### src/rtl/amstrad_tape_pulse_player.sv
// Cassette pulse-length player for the CPC tape-in line.
// Byte stream of 16-bit LE records in, tape level out on qualified 4 MHz ticks.
module amstrad_tape_pulse_player #(
  parameter int unsigned MS_TICKS    = 4000,
  parameter bit          PAUSE_LEVEL = 1'b0
) (
  input  logic       clk,
  input  logic       reset,
  input  logic       ce_4,
  input  logic       motor,
  input  logic       play,
  input  logic [7:0] stream_data,
  input  logic       stream_valid,
  output logic       stream_ready,
  output logic       tape_level,
  output logic       active,
  output logic       underrun
);

  typedef enum logic [1:0] {
    F_LO,
    F_HI,
    F_PLO,
    F_PHI
  } fetch_t;

  typedef enum logic [1:0] {
    T_IDLE,
    T_PULSE,
    T_PAUSE
  } tmr_t;

  localparam logic [27:0] LP_MS = 28'(MS_TICKS);

  fetch_t      r_fst;
  tmr_t        r_tst;
  logic [7:0]  r_lo;
  logic        r_full;
  logic        r_pause;
  logic [15:0] r_val;
  logic        r_rdy;
  logic [27:0] r_rem;
  logic        r_level;
  logic        r_und;

  logic        w_xfer;
  logic        w_qt;
  logic [15:0] w_word;
  logic        w_fill;
  logic        w_take;
  logic        w_full_nxt;
  logic [27:0] w_pticks;

  assign w_qt   = ce_4 & motor & play;
  assign w_xfer = stream_valid & stream_ready;
  assign w_word = {stream_data, r_lo};

  assign w_fill = w_xfer &
                  (((r_fst == F_HI) & (w_word != 16'd0)) |
                   (r_fst == F_PHI));

  // A running record hands over only when its count is spent.
  assign w_take = w_qt & r_full &
                  ((r_tst == T_IDLE) | (r_rem == 28'd0));

  assign w_full_nxt = w_fill | (r_full & ~w_take);

  // A zero-length pause still occupies one tick.
  assign w_pticks = (r_val == 16'd0) ? 28'd0
                  : 28'(r_val) * LP_MS - 28'd1;

  assign stream_ready = r_rdy & play & ~reset;
  assign tape_level   = r_level;
  assign active       = (r_tst != T_IDLE);
  assign underrun     = r_und;

  always_ff @(posedge clk) begin
    if (reset) begin
      r_fst   <= F_LO;
      r_lo    <= 8'd0;
      r_full  <= 1'b0;
      r_pause <= 1'b0;
      r_val   <= 16'd0;
      r_rdy   <= 1'b0;
    end else if (!play) begin
      r_fst  <= F_LO;
      r_full <= 1'b0;
      r_rdy  <= 1'b1;
    end else begin
      r_rdy  <= ~w_full_nxt;
      r_full <= w_full_nxt;
      if (w_xfer) begin
        unique case (r_fst)
          F_LO: begin
            r_lo  <= stream_data;
            r_fst <= F_HI;
          end
          F_HI: begin
            if (w_word == 16'd0) begin
              r_fst <= F_PLO;
            end else begin
              r_pause <= 1'b0;
              r_val   <= w_word;
              r_fst   <= F_LO;
            end
          end
          F_PLO: begin
            r_lo  <= stream_data;
            r_fst <= F_PHI;
          end
          F_PHI: begin
            r_pause <= 1'b1;
            r_val   <= w_word;
            r_fst   <= F_LO;
          end
          default: r_fst <= F_LO;
        endcase
      end
    end
  end

  always_ff @(posedge clk) begin
    if (reset) begin
      r_tst   <= T_IDLE;
      r_rem   <= 28'd0;
      r_level <= 1'b0;
      r_und   <= 1'b0;
    end else if (!play) begin
      r_tst <= T_IDLE;
      r_rem <= 28'd0;
      r_und <= 1'b0;
    end else if (w_take) begin
      r_und <= 1'b0;
      if (r_pause) begin
        r_level <= PAUSE_LEVEL;
        r_rem   <= w_pticks;
        r_tst   <= T_PAUSE;
      end else begin
        r_level <= ~r_level;
        r_rem   <= {12'd0, r_val - 16'd1};
        r_tst   <= T_PULSE;
      end
    end else if (w_qt && r_tst != T_IDLE) begin
      if (r_rem != 28'd0) begin
        r_rem <= r_rem - 28'd1;
      end else begin
        r_tst <= T_IDLE;
        r_und <= 1'b1;
      end
    end
  end

endmodule

### config.mk
export PLATFORM = sky130hd
export DESIGN_NAME = amstrad_tape_pulse_player
export DESIGN_NICKNAME = d
export VERILOG_FILES = /design/src/rtl/amstrad_tape_pulse_player.sv
export SDC_FILE = /design/constraint.sdc
export NUM_CORES = 1
export LEC_CHECK = 0
export BUFFER_PORTS_ARGS = -buffer_cell sky130_fd_sc_hd__buf_4
export CAP_MARGIN = 25
export CORE_MARGIN = 1.5
export CORE_UTILIZATION = 55
export CTS_CLUSTER_SIZE = 40
export DETAILED_ROUTE_END_ITERATION = 12
export HOLD_SLACK_MARGIN = 0.03
export PLACE_DENSITY = 0.74
export SYNTH_ARGS = -nofsm -noshare
export SYNTH_HDL_FRONTEND = slang
export SYNTH_SLANG_ARGS = --single-unit
### constraint.sdc
create_clock -name clk -period 5.7 [get_ports clk]
set_clock_uncertainty 0.05 [all_clocks]
set_input_delay 0.285 -clock clk [delete_from_list [all_inputs] [get_ports clk]]
set_output_delay 0.285 -clock clk [all_outputs]
set_load 0.05 [all_outputs]
Word level (Yosys, flattened, before mapping)
Cells that the tools add are included.
Cells by class
  multiply operators: 1
  muxes and demuxes: 17
  equality and inequality tests: 5
  bitwise gates (word level): 19
  $add $sub $neg: 3
  reduce and logical (&&, ||, !) cells: 21
Operator list (count)
  $mux 28: 5
  $sub 28x1->28 const B: 2
  $logic_not 16->1: 2
  $pmux 16 s2: 1
  $logic_not 28->1: 1
  $reduce_bool 28->1: 1
  $mul 16x7->23 const B: 1
  $mux 16: 1
  $reduce_bool 16->1: 1
  $sub 16x1->16 const B: 1
  $and 1x1->1: 10
  $mux 2: 5
  $pmux 2 s4: 1
  $reduce_and 2->1: 4
  $reduce_bool 2->1: 4
  $not 1->1: 6
  $eq 2x2->1 const B: 2
  $logic_not 2->1: 2
  $ne 2x2->1 const B: 2
  $reduce_and 4->1: 1
  $reduce_or 2->1: 2
  $mux 1: 3
  $or 1x1->1: 3
  $reduce_and 3->1: 1
  other kinds (4): 4
Storage, ports and cells
  output and inout port bits: 4
  bits of input ports: 14
  register bits: 61
  word-level logic and storage cells: 76

Logic depth before layout (Yosys ltp)
  depth after elaboration: 9
  gate-level depth with buffers: 21
  gate-level depth less buffers: 19

Worst setup path after synthesis
OpenSTA, ideal clock, no wires.
  path type: reg-to-reg
  from: register r_val[2]
  to: register r_rem[27]
  arrival: 5.437 ns
  required time: 5.530 ns
  setup slack: 0.093 ns
  stages on the path, launching flop included: 18
  period minus slack after synthesis: 5.607 ns
  cells stage by stage: dfxtp_1 inv_1 fa_1 fa_1 fa_1 fa_1 inv_1 ha_1 a21o_1 a21oi_1 a21oi_1 or4_1 and4_1 nand2b_1 or4b_1 clkbuf_1 o311a_1 a211o_1
Between the ends
  word-level cells in the longest chain between the ends: 5
  elaborated cells on any way between the ends: 6
  classes of those cells: add/sub: 1; mul: 1; mux: 3; reduce/logical: 1
RTL lines
  start: declaration: line 40  | logic [15:0] r_val;
  start signal: assignment: line 103  | r_val <= w_word;
  start signal: assignment: line 113  | r_val <= w_word;
  $mul 16x7->23: line 70  | : 28'(r_val) * LP_MS - 28'd1;
  $sub 28x1->28: line 70
  $mux 28 *: line 69  | assign w_pticks = (r_val == 16'd0) ? 28'd0
  $mux 28 *: line 134  | if (r_pause) begin
  $mux 28 *: line 132  | end else if (w_take) begin
  end signal: assignment: line 136  | r_rem <= w_pticks;
  end signal: assignment: line 140  | r_rem <= {12'd0, r_val - 16'd1};
  end signal: assignment: line 145  | r_rem <= r_rem - 28'd1;
  end: declaration: line 42  | logic [27:0] r_rem;
Mark *: on every way between the ends. The rest lies on a longest branch, timed or not.
A chain may end at the register's enable or synchronous reset.

Final worst setup path
  from: register r_val[7]
  to: register r_rem[27]
The elaborated chain is that of the path after synthesis.

==> results.toml <==
[status]
status = "finished, final reports clean"

[power_and_ir_drop]
seqPwrFrac_pct = 39.0
switching_power_uw = 228
p_int_uw = 876
combPwrFrac_pct = 5.0
totalPowerFinal_mw = 1.10
cellLeakagePower_nw = 3.53
power_frac_clock_pct = 56.0
ir_drop_mv = 0.159
netSwitchingFraction_pct = 20.7
powerDensity_nw_per_um2 = 145

[floorplanning]
num_rows = 40
die_w_um = 113
ios = 18
initial_utilization_pct = 56.0
core_um2 = 12000
dieArea_um2 = 12900
fp.dieH_um = 113

[critical_path]
cp_cell_sequence = "clkinvlp_4 -> fa_1 -> fa_1 -> inv_1 -> fa_1 -> inv_1 -> fa_1 -> inv_1 -> ha_1 -> a21oi_2 -> o21ai_1 -> or4_1 -> and4_1 -> nand2b_1 -> or4b_4 -> o311a_1 -> a211o_1"
cpPeakStageDelay_ns = 0.55
crit_path_end_kind = "flip-flop"
critPathMaxFanout = 6
start_kind = "flip-flop"
slowest_stage = "or4b_4"
critical_path.most_common_cell = "fa_1"
critPathKind = "flip-flop to flip-flop"
crit_arrival_ns = 5.69
cp.required_ns = 5.87

[cts]
ctsHtreeMaxLevel = 3
hold_buffers = 0
tritoncts = "yes"
root_buffer = "clkbuf_16"
cts.sinks = 61
max-clock-path-buffers = 2
numCtsBuffers = 9
clk_pin_slew_ns = 0.05
clk_latency_ns = 0.33

[sta]
slew_headroom_pct = 29.4
tns_ns = 0
slew_violations = 0
setup_viol = 0
hold_viol_final = 0
tightest_slew_ns = 1.05
min_period_ns = 5.52
fmax_ghz = 0.181
post-route-period-util_pct = 96.9

[final_layout]
drive_gt1_share_pct = 12.7
instances_no_fill = 991
nets = 978
num_antenna_cells = 0
area_delta_synth_final_pct = 13.3
final_util_pct = 63.5
final_cell_area_um2 = 7590

[yosys]
synth-seq-cells = 61
synth_top_area_share_pct = 18.2
synthCells = 806
async_flop_share_pct = 0
synth_nets = 944
synth_edf_count = 0
yosysWarnings = 0
ys_top_cells_by_area = "dfxtp_1 18%, fa_1 16%, ha_1 13%"
ys_types = 63
synth_top_area_cell = "dfxtp_1"
synthTopCellsByCount = "89 x inv_1, 79 x nor2_1, 70 x ha_1"
yosysMostFrequentCell = "inv_1"
syn_avg_cell_area_um2 = 8.31
ys_seq_area_share_pct = 18.2
syn_area_um2 = 6700
synth-main-ff-cell = "dfxtp_1"

[placed_design]
place_congestion = 0.959
dp_hpwl_um = 13500
io_buffers = 17
place_inst = 973
dpl_cell_area_um2 = 7160

[global_routing]
grt_usage_pct = 28.1
antenna_found_initial = 0
grt_start_max_net_pins = 35
grt_first_pass_wirelength_um = 28700
grt-ovfl-total = 0
grt_pass1_vias = 5945

[flow_run]
maxCapViolCount = 0

[routing]
firstDrtPassIters = 7
postRouteAntennaNets = 0
first_iter_violations = 539
routed_wirelength_um = 17200
wl_per_cell_um = 17.4
vias = 5970
via_per_inst = 6.02
drc = 0

[worst_hold_path]
hp-class = "input port to flip-flop"
## path summary, 6_finish.rpt
path / start / end / slack (ns) / depth (start not counted)
setup / recovery: r_val[7]$_SDFFE_PP0P_ / r_rem[27]$_SDFFE_PP0P_ / 0.18 / 17
hold / removal: play / r_rdy$_SDFF_PP0_ / 0.11 / 2
setup reg to reg: r_val[7]$_SDFFE_PP0P_ / r_rem[27]$_SDFFE_PP0P_ / 0.18 / 17
hold reg to reg: underrun$_SDFFE_PP0P_ / underrun$_SDFFE_PP0P_ / 0.42 / 2
## state kept, by name (all words and copies together) (netlist names), named ones only
register	count
r_fst	1
r_full	1
r_lo	8
r_pause	1
r_rdy	1
r_rem	28
r_tst	2
r_val	16
tape_level	1
underrun	1
## kinds of logic (layout without fill, tap and decap cells)
family,count (synthesis),count (layout),synth area share (%)
AO/OA/AOI/OAI,164,164,15.5
AND/OR/NAND/NOR,245,245,17.9
adder cells (fa/ha/maj),124,124,29.2
buffers and inverters,126,164,7.21
multiplexers,32,32,4.82
XOR/XNOR,54,54,7.06
flip-flops,61,61,18.2
## metrics by stage
| step | worst slack, ns | hold WS (ns) |
|---|---|---|
| after floorplan | 0.0930 | 0.327 |
| after global placement | 0.146 | 0.410 |
| after detailed placement | -0.0147 | 0.421 |
| after CTS | 0.00506 | 0.103 |
| after global routing | -0.0346 | 0.116 |
| final | 0.179 | 0.111 |
## cell type report
cell class | instances | area (µm²)
fill | 1018 | 4370
sequential | 61 | 1230
multi-input combinational | 619 | 5060
timing repair buffer | 60 | 450
clock inverter | 4 | 97.6
tap | 147 | 184
inverter | 89 | 338
clock buffer | 11 | 233
## worst max-delay path: cells and delay by family (launching register included)
kind / cells / cell delay, ns
AOI/OAI and AO/OA: 4 / 0.86
adders and majority gates: 5 / 2.31
buffers and inverters: 4 / 0.36
DFF: 1 / 0.37
and+or+nand+nor: 4 / 1.44
## cell usage in the layout, fill, tap and decap left out, types with 4 or more instances in the layout
cell	netlist	routed
inv_2	0	5
a21oi_1	48	46
and2_1	5	5
nand3_1	24	24
fa_1	54	54
nand2b_1	5	5
xor2_1	18	18
or4_1	6	6
nor2b_1	5	5
ha_1	70	67
buf_4	0	60
o22ai_1	6	6
o21ai_1	3	4
and3_1	4	4
xnor2_1	36	36
nand2_1	46	46
a221oi_1	6	6
o41ai_1	5	5
clkbuf_16	0	9
a21boi_0	4	4
nor2_1	79	79
dfxtp_1	61	54
o21ai_0	42	41
o211ai_1	8	8
nor3_1	20	19
nand4_1	11	11
a21o_1	5	5
nor3b_1	4	4
inv_1	89	83
a22oi_1	6	6
nor4_1	19	18
dfxtp_2	0	7
mux2i_1	30	30
a31oi_1	5	5
## power groups by stage
stage          sequential, mW  combinational, mW  clock, mW
6_report                0.431             0.0550      0.619
5_1_grt                 0.431             0.0595      0.644
4_1_cts                 0.431             0.0528      0.625
3_5_place_dp            0.440             0.0520          0
3_3_place_gp            0.440             0.0504          0
2_1_floorplan           0.439             0.0316          0
## timing repair
item                                    4_1_cts  5_1_grt
setup buffers                                 0        3
endpoints found under the setup margin        2        7
pin swaps                                     0        2
gates resized for setup                       1       25
gates cloned                                  0        0
## per-layer routing
layer  up-vias  track usage (%)  share of wire, %
met3        27             4.07               3.8
met1      2923             36.2                45
li1       2864                -                 -
met4         0             7.75               1.7
met5         -                0                 0
met2       156             49.3                49
(Power assumes the default switching activity.)
